<file path="config.mk">
export PLATFORM = sky130hd
export DESIGN_NAME = mem_wb_stage
export DESIGN_NICKNAME = d
export VERILOG_FILES = /design/src/rtl/mem_wb_stage.sv
export SDC_FILE = /design/constraint.sdc
export NUM_CORES = 1
export LEC_CHECK = 0
export CORE_MARGIN = 8
export CORE_UTILIZATION = 40
export DETAILED_ROUTE_END_ITERATION = 8
export HOLD_SLACK_MARGIN = 0.08
export PLACE_DENSITY = 0.81
export SKIP_LAST_GASP = 1
export SYNTH_ARGS = -nofsm -noshare
export SYNTH_HDL_FRONTEND = slang
export SYNTH_SLANG_ARGS = --single-unit
</file>
<file path="constraint.sdc">
create_clock -name clk -period 2.85 [get_ports clk]
set_clock_uncertainty 0.05 [all_clocks]
set_input_delay 0.57 -clock clk [delete_from_list [all_inputs] [get_ports clk]]
set_output_delay 0.57 -clock clk [all_outputs]
set_load 0.03 [all_outputs]
</file>
<file path="src/rtl/mem_wb_stage.sv">
// Memory-access / writeback stage: runs one req/ack data-memory transaction per load/store.
// Optional wait timeout with sticky err is enabled by defining MEM_WB_TIMEOUT_EN.
module mem_wb_stage #(
  parameter logic [31:0] ADDR_BASE = 32'd1024,
  parameter logic [7:0]  MAX_WAIT  = 8'd255
) (
  input  logic        clk,
  input  logic        rst,
  input  logic        valid_in,
  input  logic        MEM_R_EN_in,
  input  logic        MEM_W_EN_in,
  input  logic        WB_EN_in,
  input  logic [3:0]  WB_Dest_in,
  input  logic [31:0] ALU_Res,
  input  logic [31:0] Val_Rm,
  output logic        mem_req,
  output logic        mem_we,
  output logic [31:0] mem_addr,
  output logic [31:0] mem_wdata,
  input  logic [31:0] mem_rdata,
  input  logic        mem_ack,
  output logic        freeze,
  output logic        err,
  output logic        WB_EN,
  output logic [3:0]  WB_Dest,
  output logic [31:0] WB_Value,
  output logic        state_dbg
);

  typedef enum logic {IDLE = 1'b0, WAIT = 1'b1} state_t;

  state_t      state, state_next;
  logic        mem_op;
  logic        timeout;
  logic        load_q;
  logic        wb_en_q;
  logic [3:0]  dest_q;

  // Handshake: mem_req is high for exactly the WAIT cycles; the transaction completes in
  // the cycle mem_ack is seen high while mem_req is high. An ack outside WAIT is ignored.
  assign mem_op    = valid_in & (MEM_R_EN_in | MEM_W_EN_in);
  assign mem_req   = (state == WAIT);
  assign state_dbg = state;

`ifdef MEM_WB_TIMEOUT_EN
  logic [7:0] wait_cnt;

  // An ack arriving in the limit cycle takes priority over the timeout.
  assign timeout = (state == WAIT) & ~mem_ack & (wait_cnt == MAX_WAIT - 8'd1);

  always_ff @(posedge clk or negedge rst) begin
    if (!rst) begin
      wait_cnt <= 8'd0;
      err      <= 1'b0;
    end else begin
      if (state == IDLE) wait_cnt <= 8'd0;
      else if (!mem_ack) wait_cnt <= wait_cnt + 8'd1;
      if (timeout) err <= 1'b1;
    end
  end
`else
  logic unused_max_wait;

  assign unused_max_wait = ^MAX_WAIT;
  assign timeout         = 1'b0;
  assign err             = 1'b0;
`endif

  always_ff @(posedge clk or negedge rst) begin
    if (!rst) state <= IDLE;
    else      state <= state_next;
  end

  // A timed-out instruction is retired (freeze released) so upstream moves past it.
  always_comb begin
    state_next = state;
    freeze     = 1'b0;
    case (state)
      IDLE: begin
        if (mem_op) begin
          freeze     = 1'b1;
          state_next = WAIT;
        end
      end
      WAIT: begin
        if (mem_ack || timeout) state_next = IDLE;
        else                    freeze     = 1'b1;
      end
      default: state_next = IDLE;
    endcase
  end

  always_ff @(posedge clk or negedge rst) begin
    if (!rst) begin
      mem_we    <= 1'b0;
      mem_addr  <= 32'd0;
      mem_wdata <= 32'd0;
      load_q    <= 1'b0;
      wb_en_q   <= 1'b0;
      dest_q    <= 4'd0;
      WB_EN     <= 1'b0;
      WB_Dest   <= 4'd0;
      WB_Value  <= 32'd0;
    end else begin
      case (state)
        IDLE: begin
          if (mem_op) begin
            // Both enables set counts as a store.
            mem_we    <= MEM_W_EN_in;
            mem_addr  <= (ALU_Res - ADDR_BASE) & 32'hFFFF_FFFC;
            mem_wdata <= Val_Rm;
            load_q    <= ~MEM_W_EN_in;
            wb_en_q   <= WB_EN_in;
            dest_q    <= WB_Dest_in;
            WB_EN     <= 1'b0;
          end else begin
            WB_EN    <= valid_in & WB_EN_in;
            WB_Dest  <= WB_Dest_in;
            WB_Value <= ALU_Res;
          end
        end
        WAIT: begin
          WB_EN <= 1'b0;
          if (mem_ack && load_q) begin
            WB_EN    <= wb_en_q;
            WB_Dest  <= dest_q;
            WB_Value <= mem_rdata;
          end
        end
        default: WB_EN <= 1'b0;
      endcase
    end
  end

endmodule

</file>
==> summary by stage, run 1 <==
Job
The max-capacitance violation count is 0.

Place
The half-perimeter wire length after placement is 12100 um. The global placer's final weighted congestion is 0.856. The number of input and output port buffers inserted is 209.

The total cell area at the placement stage is 7030 um^2.

CTS
The TritonCTS clock tree is yes. Gates resized during post-CTS repair numbered 0. Counting every sink on the clock net gives 107. The maximum level of the CTS H-tree is 3.

The number of setup buffers added after CTS is 0. No sink is reached through more buffers than the 2 on the longest clock path. Clock tree synthesis selected as its root buffer the cell sky130_fd_sc_hd__clkbuf_16. The number of hold buffers added after CTS was 0.

After clock tree synthesis, the clock-pin slew on the worst setup and hold paths is 0.07 ns. The number of buffers inserted during clock tree synthesis is 9. For the worst-skew pair, the clock arrives at the later sink with an insertion delay of 0.34 ns.

Global routing
The global router's overall resource usage is 0.195. Entering global routing, the biggest net connects 73 pins. The via count of the first global-routing pass is 4498. The number of antenna violations at the first check in global routing is 0. The first global-routing pass estimated 24600 um of wire.

Summed over all layers, the global routing overflow is 0.

Routing
The remaining number of nets flagged by the antenna check after routing is 0. The sum of routed wire length over all layers is 15400 um. The DRC violation count after routing is 0. In this run, the number of DRC markers left after iteration 0 of detailed routing was 208. The detailed-router iteration count before antenna repair is 4. In the routed layout, each cell is associated on average with a via count of 4.99. In the final routed layout, each cell accounts on average for 18.0 um. The via count of the routed design is 4268.

Die
The horizontal extent of the die is 125 um. In this run the vertical extent of the chip is 125 um. The effective utilization at floorplan is 0.412. The die covers 15500 um^2.

The number of top-level pins is 213. The total area inside the core boundary comes to 11500 um^2. The number of core rows is 39.

Yosys
Summing every instance area after synthesis gives 4720 um^2. In this run, synthesis produced a sequential element count of 107. The number of warnings issued by yosys is 0. The number of library cell types mapped by synthesis is 37. The largest total area in the synthesized netlist belongs to sky130_fd_sc_hd__dfrtp_1. Synthesis handed over a netlist of 502 instances. A synthesized cell averages 9.41 um^2. Ranked by total cell area, the synthesized netlist is headed by sky130_fd_sc_hd__dfrtp_1, sky130_fd_sc_hd__nand2_1, sky130_fd_sc_hd__mux2i_1. The share of synthesized area occupied by flip-flops and latches is 0.567. Of the post-synthesis cell area, the dominant cell type holds 0.567.

Setup path
The critical path goes through clkdlybuf4s50_1 -> or2_2 -> nand2_2 -> o21ai_1 -> buf_4. The most critical setup path has its endpoint at freeze. The arrival time at the worst endpoint is 1.80 ns. The capture point of the worst reg-to-reg path is WB_Value[3]$_DFFE_PN0P_. The startpoint identified for the worst register-to-register timing path is mem_req$_DFF_PN0_. The number of cells on the worst reg-to-reg path is 5. The delay of the slowest critical-path stage is 0.47 ns.

The slowest stage cell on the critical path is sky130_fd_sc_hd__clkdlybuf4s50_1. The setup check on the worst reg-to-reg path leaves a slack of 0.90 ns. The kind of launch point of the worst setup path is a primary input.

The worst setup path category is in -> out. Along the worst path, the maximum fanout reaches 6. Tracing the worst setup path back leads to its startpoint at MEM_W_EN_in. The nature of the critical path endpoint is an output pin. STA puts the critical path data required time at 2.23 ns.

Power and ir drop
The peak supply drop is 0.383 mV. The power share of the clock group is 0.215. The combinational share of power is 0.413. Of the total power, registers draw 0.372. The net switching component of the power is 2.12 mW. The overall power after layout is 5.64 mW. Of the total power, the share spent switching nets is 0.375. For this design the ratio of total power to cell area is 771 nW/um^2. The internal power of the cells is 3.52 mW. The leakage power figure is 3.22 nW.

STA
The time the worst path needs with I/O delays and setup is 2.42 ns. The final period utilization is 0.850. The final sum of negative setup slack is 0 ns. The total count of hold-check failures in the final report is 0.

Setup repair after global routing left no endpoint under its margin. Setup violations remaining at the end of the flow were counted as 0. The tightest hold path in the finished design has a slack of 0.115 ns. The max-slew violation count is 0. Based on the critical path, the design can be clocked at up to 413 MHz.

Cells and area
The synthesis-to-layout area growth is 54.8%. The layout has 941 filler cells. After routing the design area is 7320 um^2. The final design utilization is 0.638. In the layout the commonest cells are sky130_fd_sc_hd__clkdlybuf4s50_1, sky130_fd_sc_hd__nand2_1, sky130_fd_sc_hd__dfrtp_1. The number of nets at the end of the flow is 817.

0 antenna diodes ended up in the layout. The library cell used most frequently in the layout, excluding fill and tap cells, is sky130_fd_sc_hd__clkdlybuf4s50_1. In the final layout, the share of cells above drive strength 1 is 0.0618.

Outcome
The run finished with clean final reports.

Worst hold path
In this run the worst hold path is classified as in -> async.
Yosys cell counts:
cell type	n
sky130_fd_sc_hd__a21oi_1	36
sky130_fd_sc_hd__a22oi_2	1
sky130_fd_sc_hd__a31oi_1	8
sky130_fd_sc_hd__and2_1	1
sky130_fd_sc_hd__buf_1	2
sky130_fd_sc_hd__buf_2	3
sky130_fd_sc_hd__buf_4	4
sky130_fd_sc_hd__buf_6	1
sky130_fd_sc_hd__clkbuf_1	22
sky130_fd_sc_hd__conb_1	1
sky130_fd_sc_hd__dfrtp_1	107
sky130_fd_sc_hd__ha_1	1
sky130_fd_sc_hd__inv_1	4
sky130_fd_sc_hd__mux2i_1	36
sky130_fd_sc_hd__nand2_1	163
sky130_fd_sc_hd__nand3_1	4
sky130_fd_sc_hd__nand3_2	1
sky130_fd_sc_hd__nand3b_1	1
sky130_fd_sc_hd__nand4_1	3
sky130_fd_sc_hd__nor2_1	49
sky130_fd_sc_hd__nor2b_1	1
sky130_fd_sc_hd__nor3_1	2
sky130_fd_sc_hd__nor3b_2	1
sky130_fd_sc_hd__nor4_1	1
sky130_fd_sc_hd__nor4_4	3
sky130_fd_sc_hd__o211ai_1	1
sky130_fd_sc_hd__o21ai_0	11
sky130_fd_sc_hd__o21ai_1	7
sky130_fd_sc_hd__o31ai_1	4
sky130_fd_sc_hd__o41ai_1	1
sky130_fd_sc_hd__or2_0	1
sky130_fd_sc_hd__or2_2	1
sky130_fd_sc_hd__or3_1	3
sky130_fd_sc_hd__or3_2	1
sky130_fd_sc_hd__or4_1	5
sky130_fd_sc_hd__xnor2_1	3
sky130_fd_sc_hd__xor2_1	8
cell families after synthesis:
logic type      share of synthesized area
xor+xnor                           0.0204
flops                               0.567
fa+ha+maj                         0.00265
other cells                      0.000794
compound gates                     0.0802
simple gates                        0.219
buf+inv                            0.0342
mux                                0.0763
critical path: cells and delay by family:
family	cells	cell delay, ns
buffers and inverters	2	0.65
AO/OA/AOI/OAI	1	0.10
AND/OR/NAND/NOR	2	0.48
layout make-up:
cell class	instances	area (um^2)	area share
Timing Repair Buffer	226	2260	0.310
Clock buffer	9	225	0.0308
Tap cell	143	179	0.0245
Sequential cell	107	2680	0.366
Inverter	4	15.0	0.00205
Multi-Input combinational cell	361	1900	0.259
Clock inverter	5	56.3	0.00770
flip-flops by register name, indices dropped and copies added (netlist names):
register   cells
wb_en_q        1
mem_req        1
WB_EN          1
WB_Dest        4
mem_we         1
mem_addr      30
load_q         1
mem_wdata     32
WB_Value      32
dest_q         4
worst min path at each step:
stage	startpoint	slack (ns)	depth (start not counted)	to
floorplan	rst	0.22	0	WB_Dest[0]$_DFFE_PN0P_
global placement	mem_wdata[6]$_DFFE_PN0P_	0.41	2	mem_wdata[6]$_DFFE_PN0P_
detailed placement	mem_wdata[26]$_DFFE_PN0P_	0.41	2	mem_wdata[26]$_DFFE_PN0P_
CTS	rst	0.12	1	mem_addr[5]$_DFFE_PN0P_
global route	rst	0.15	1	WB_Value[4]$_DFFE_PN0P_
finish	rst	0.11	1	WB_Value[4]$_DFFE_PN0P_
per-layer routing:
| metal | vias up | share of wire | GRT usage |
|---|---|---|---|
| li1 | 2062 | - | - |
| met1 | 2048 | 0.41 | 0.221 |
| met2 | 136 | 0.51 | 0.343 |
| met3 | 22 | 0.064 | 0.0532 |
| met4 | 0 | 0.020 | 0.0673 |
| met5 | - | 0 | 0 |
metrics by stage:
step,cells,worst slack (ns)
floorplan,504,0.278
global placement,841,0.231
detailed placement,841,0.155
CTS,855,0.423
global route,855,0.292
finish,855,0.426
power groups by stage:
stage	sequential, mW	clock [mW]	combinational, mW
after global routing	2.14	1.30	2.48
after global placement	2.10	0	2.31
final	2.10	1.21	2.33
after detailed placement	2.13	0	2.35
after CTS	2.10	1.24	2.36
after floorplan	2.80	0	0.525
(Power assumes the default switching activity.)
==> run 2: changes to the inputs <==
- ABC_AREA: unset -> 0
- CTS_BUF_LIST: unset -> sky130_fd_sc_hd__clkbuf_4 sky130_fd_sc_hd__clkbuf_8 sky130_fd_sc_hd__clkbuf_16
==> results of run 2 <==
Same layout as run 1: the final DEF is identical, and so are final timing and power.
